<file path="src/rtl/serial_add_ctrl.sv">
// Bit-serial adder controller: feeds one operand bit pair per cycle to an external
// 1-bit full-adder cell and assembles the sum LSB first in a right-shifting register.
module serial_add_ctrl #(
  parameter int WIDTH = 8
) (
  input  logic             ck,
  input  logic             rst,
  input  logic             start,
  input  logic             abort,
  input  logic [WIDTH-1:0] a_in,
  input  logic [WIDTH-1:0] b_in,
  input  logic             cin,
  output logic             fa_a,
  output logic             fa_b,
  output logic             fa_ci,
  input  logic             fa_s,
  input  logic             fa_co,
  output logic             ready,
  output logic             busy,
  output logic             done,
  output logic [WIDTH-1:0] sum,
  output logic             cout
);

  localparam int CW = (WIDTH > 1) ? $clog2(WIDTH) : 1;
  localparam logic [CW-1:0] LAST = CW'(WIDTH - 1);

  typedef enum logic [1:0] {
    S_IDLE,
    S_RUN,
    S_DONE
  } state_t;

  state_t           r_state;
  state_t           w_state_next;
  logic [WIDTH-1:0] r_a;
  logic [WIDTH-1:0] r_b;
  logic [WIDTH-1:0] r_sum;
  logic [CW-1:0]    r_cnt;
  logic             r_carry;
  logic             r_cout;
  logic             w_accept;
  logic             w_step;
  logic             w_last;

  assign w_accept = (r_state == S_IDLE) && start;
  // An abort edge cancels the step entirely, so cout and carry stay untouched.
  assign w_step   = (r_state == S_RUN) && !abort;
  assign w_last   = (r_cnt == LAST);

  always_comb begin
    w_state_next = r_state;
    case (r_state)
      S_IDLE: if (start) w_state_next = S_RUN;
      S_RUN: begin
        if (abort)       w_state_next = S_IDLE;
        else if (w_last) w_state_next = S_DONE;
      end
      S_DONE:  w_state_next = S_IDLE;
      default: w_state_next = S_IDLE;
    endcase
  end

  always_ff @(posedge ck) begin
    if (rst) r_state <= S_IDLE;
    else     r_state <= w_state_next;
  end

  always_ff @(posedge ck) begin
    if (rst) begin
      r_a     <= '0;
      r_b     <= '0;
      r_sum   <= '0;
      r_cnt   <= '0;
      r_carry <= 1'b0;
      r_cout  <= 1'b0;
    end else if (w_accept) begin
      r_a     <= a_in;
      r_b     <= b_in;
      r_carry <= cin;
      r_cnt   <= '0;
      r_sum   <= '0;
    end else if (w_step) begin
      r_sum   <= {fa_s, r_sum[WIDTH-1:1]};
      r_carry <= fa_co;
      r_a     <= {1'b0, r_a[WIDTH-1:1]};
      r_b     <= {1'b0, r_b[WIDTH-1:1]};
      r_cnt   <= r_cnt + 1'b1;
      if (w_last) r_cout <= fa_co;
    end
  end

  assign ready = (r_state == S_IDLE);
  assign busy  = (r_state == S_RUN);
  assign done  = (r_state == S_DONE);
  assign fa_a  = busy & r_a[0];
  assign fa_b  = busy & r_b[0];
  assign fa_ci = busy & r_carry;
  assign sum   = r_sum;
  assign cout  = r_cout;

endmodule

</file>
<file path="config.mk">
export PLATFORM = sky130hd
export DESIGN_NAME = serial_add_ctrl
export DESIGN_NICKNAME = d
export VERILOG_FILES = /design/src/rtl/serial_add_ctrl.sv
export SDC_FILE = /design/constraint.sdc
export NUM_CORES = 1
export LEC_CHECK = 0
export CORE_MARGIN = 2
export CORE_UTILIZATION = 42
export DETAILED_ROUTE_END_ITERATION = 12
export GPL_TIMING_DRIVEN = 0
export HOLD_SLACK_MARGIN = 0.12
export PLACE_DENSITY = 0.79
export SYNTH_ARGS = -nofsm -noshare
export SYNTH_HDL_FRONTEND = slang
export SYNTH_SLANG_ARGS = --single-unit
export TNS_END_PERCENT = 30
</file>
<file path="constraint.sdc">
create_clock -name ck -period 1.7 [get_ports ck]
set_input_delay 0.51 -clock ck [delete_from_list [all_inputs] [get_ports ck]]
set_output_delay 0.51 -clock ck [all_outputs]
set_load 0.005 [all_outputs]
</file>
==> impl_metrics.ini <==
[status]
status = finished clean

[synthesis]
synth_compound_area_share_pct = 17.0
synth_xor_area_share_pct = 0.679
synth_edf_count = 0
synthAdderAreaFrac_pct = 1.94
synthArstFlopShare_pct = 0
syn_inst = 146
synth_top_family_by_area = simple AND/OR/NAND/NOR gates
ys.flop_type = dfxtp_1
synth.distinct_cells = 24
synth_nets = 171
synth-simple-area-share_pct = 24.3
synth_area_um2 = 1290
muxShareOfSynthArea_pct = 0
ys_ff_latch = 31
seq_area_frac_synth_pct = 48.1
ys_warn_count = 0
syn_area_per_cell_um2 = 8.84

[global_routing]
grt_max_degree = 11
overflow = 0
grt_antenna_before_repair = 0
grt_pass1_vias = 1152
grt_pass1_wl_um = 4920
track_usage_pct = 18.9

[critical_path]
path_max_fanout = 4
worstPathRequired_ns = 1.19
critPathKind = flop to output pin
r2r_cells = 6
crit_path_end_kind = output pin
cp_data_arrival_time_ns = 1.16
startpoint_type = flop

[place]
io_buffers = 37
dpl.hpwl_um = 2180
pre_cts_ws_ns = -0.329
postPlaceCellArea_um2 = 1700
place.gp.congestion = 0.786

[floorplan]
dieArea_um2 = 3530
initial_utilization_pct = 43.3
core_area_um2 = 2980
ioPinCount = 38
rows = 20
dieWidth_um = 59.4
die_y_um = 59.4

[hold_path]
hold_path_depth = 2
worst_hold_path_type = flop to flop

[sta]
max_slew_margin_pct = 67.0
maxSlewViolCount = 0
fmax_ghz = 0.600
finalCritPeriodShare_pct = 98.1
finalHoldViolations = 0
rsz0062_at_grt = true
hold_slack_ns = 0.464
post-route-min-period_ns = 1.67
tightest_slew_ns = 0.495
skew_ns = 0.00571
finalWorstSetupSlack_ns = 0.0329
setup_viol_count_final = 0

[cts]
ctsHoldBuffers = 0
cts_tree = done
cts_made_buffers = 5
cts.path.max_buffers = 2
clock_tree.root_cell = clkbuf_4
clock-sinks = 31
clk_pin_slew_ns = 0.08
cts-htree-levels = 2
clk_latency_ns = 0.32

[finish]
syn_to_final_growth_pct = 39.3
fin_area_um2 = 1800
drive_above_1_share_pct = 19.3
final_cell_mix = clkdlybuf4s50_1, nand2_1, a21oi_1, dfxtp_1, nor3_1
layout_commonest_cell = clkdlybuf4s50_1
nets = 218
final_core_util_pct = 60.3
antenna_cells = 0

[pwr]
powerDensity_nw_per_um2 = 763
ir_worst_vdd_mv = 0.441
power_mw = 1.37
p_leak_nw = 0.781

[run]
cap_violations = 0

[routing]
antenna_left = 0
drt_pass1_iterations = 4
vias_per_cell = 5.32
wl_um = 3080
num_vias = 1197
drc = 0
first_iter_violations = 26
wl_per_cell_um = 13.7
==> critical path: stages (launching register included) <==
cell,delay [ns]
dfxtp_4,0.36
nor2b_4,0.17
buf_6,0.10
and2_1,0.10
clkbuf_2,0.10
==> what timing repair did <==
action | 4_1_cts | 5_1_grt
setup endpoints to repair | 13 | 26
resized for setup | 22 | 16
pin swaps | 0 | 0
hold endpoints to repair | 0 | 0
buffers inserted | 2 | 1
==> layer usage <==
| layer | global-route usage [%] | vias up | share of wire (%) |
|---|---|---|---|
| met5 | 0 | - | 0 |
| met4 | 8.77 | 0 | 2.0 |
| met3 | 6.55 | 8 | 7.4 |
| met2 | 32.7 | 45 | 50 |
| met1 | 20.5 | 539 | 40 |
| li1 | - | 605 | - |
==> worst paths after layout <==
path | startpoint | end | slack, ns
setup / recovery | r_state[0] | fa_a | 0.03
hold / removal | sum[2] | sum[1] | 0.46
setup reg to reg | r_state[0] | r_b[3] | 0.19
hold reg to reg | sum[2] | sum[1] | 0.46
==> registers in the layout, summed over array words and instances, names as in the netlist <==
name and flops:
r_b 8, cout 1, sum 8, r_state 2, r_cnt 3, r_carry 1
r_a 8
==> final cells by class <==
| class | count | area, um^2 |
|---|---|---|
| inverters | 1 | 3.75 |
| fillers | 281 | 1180 |
| clock buffers | 6 | 41.3 |
| plain buffers | 12 | 98.8 |
| multi-input cells | 102 | 581 |
| flip-flops and latches | 31 | 638 |
| well taps | 33 | 41.3 |
| repair buffers | 40 | 393 |
==> stage by stage <==
| stage | setup TNS [ns] | instances |
|---|---|---|
| finish | 0 | 225 |
| global route | -0.0446 | 225 |
| floorplan | 0 | 146 |
| CTS | -0.0814 | 224 |
| detailed placement | -7.35 | 216 |
| global placement | -6.70 | 216 |
==> power breakdown <==
group,internal (mW),switching [mW]
clock,0.147,0.218
combinational,0.126,0.102
sequential,0.759,0.0191
total,1.03,0.339
==> Yosys cell counts (2+ instances only) <==
master / instances / area share [%]
nor2b_1: 2 / 0.97
nor3_1: 15 / 5.8
a21oi_1: 21 / 8.1
dfxtp_1: 31 / 48
and2_1: 3 / 1.5
clkbuf_1: 2 / 0.58
a22oi_1: 7 / 4.1
buf_4: 4 / 2.3
nand3_1: 10 / 3.9
o22ai_1: 7 / 3.4
nor2_1: 3 / 0.87
buf_6: 5 / 4.4
or3b_1: 2 / 1.4
nor3_2: 2 / 1.6
nand2_1: 22 / 6.4
ha_1: 2 / 1.9
==> cells by family after synthesis <==
logic type | count (synthesis)
simple gates | 62
compound gates | 37
flops | 31
buf+inv | 13
fa+ha+maj | 2
xor+xnor | 1
(Power assumes the default switching activity.)
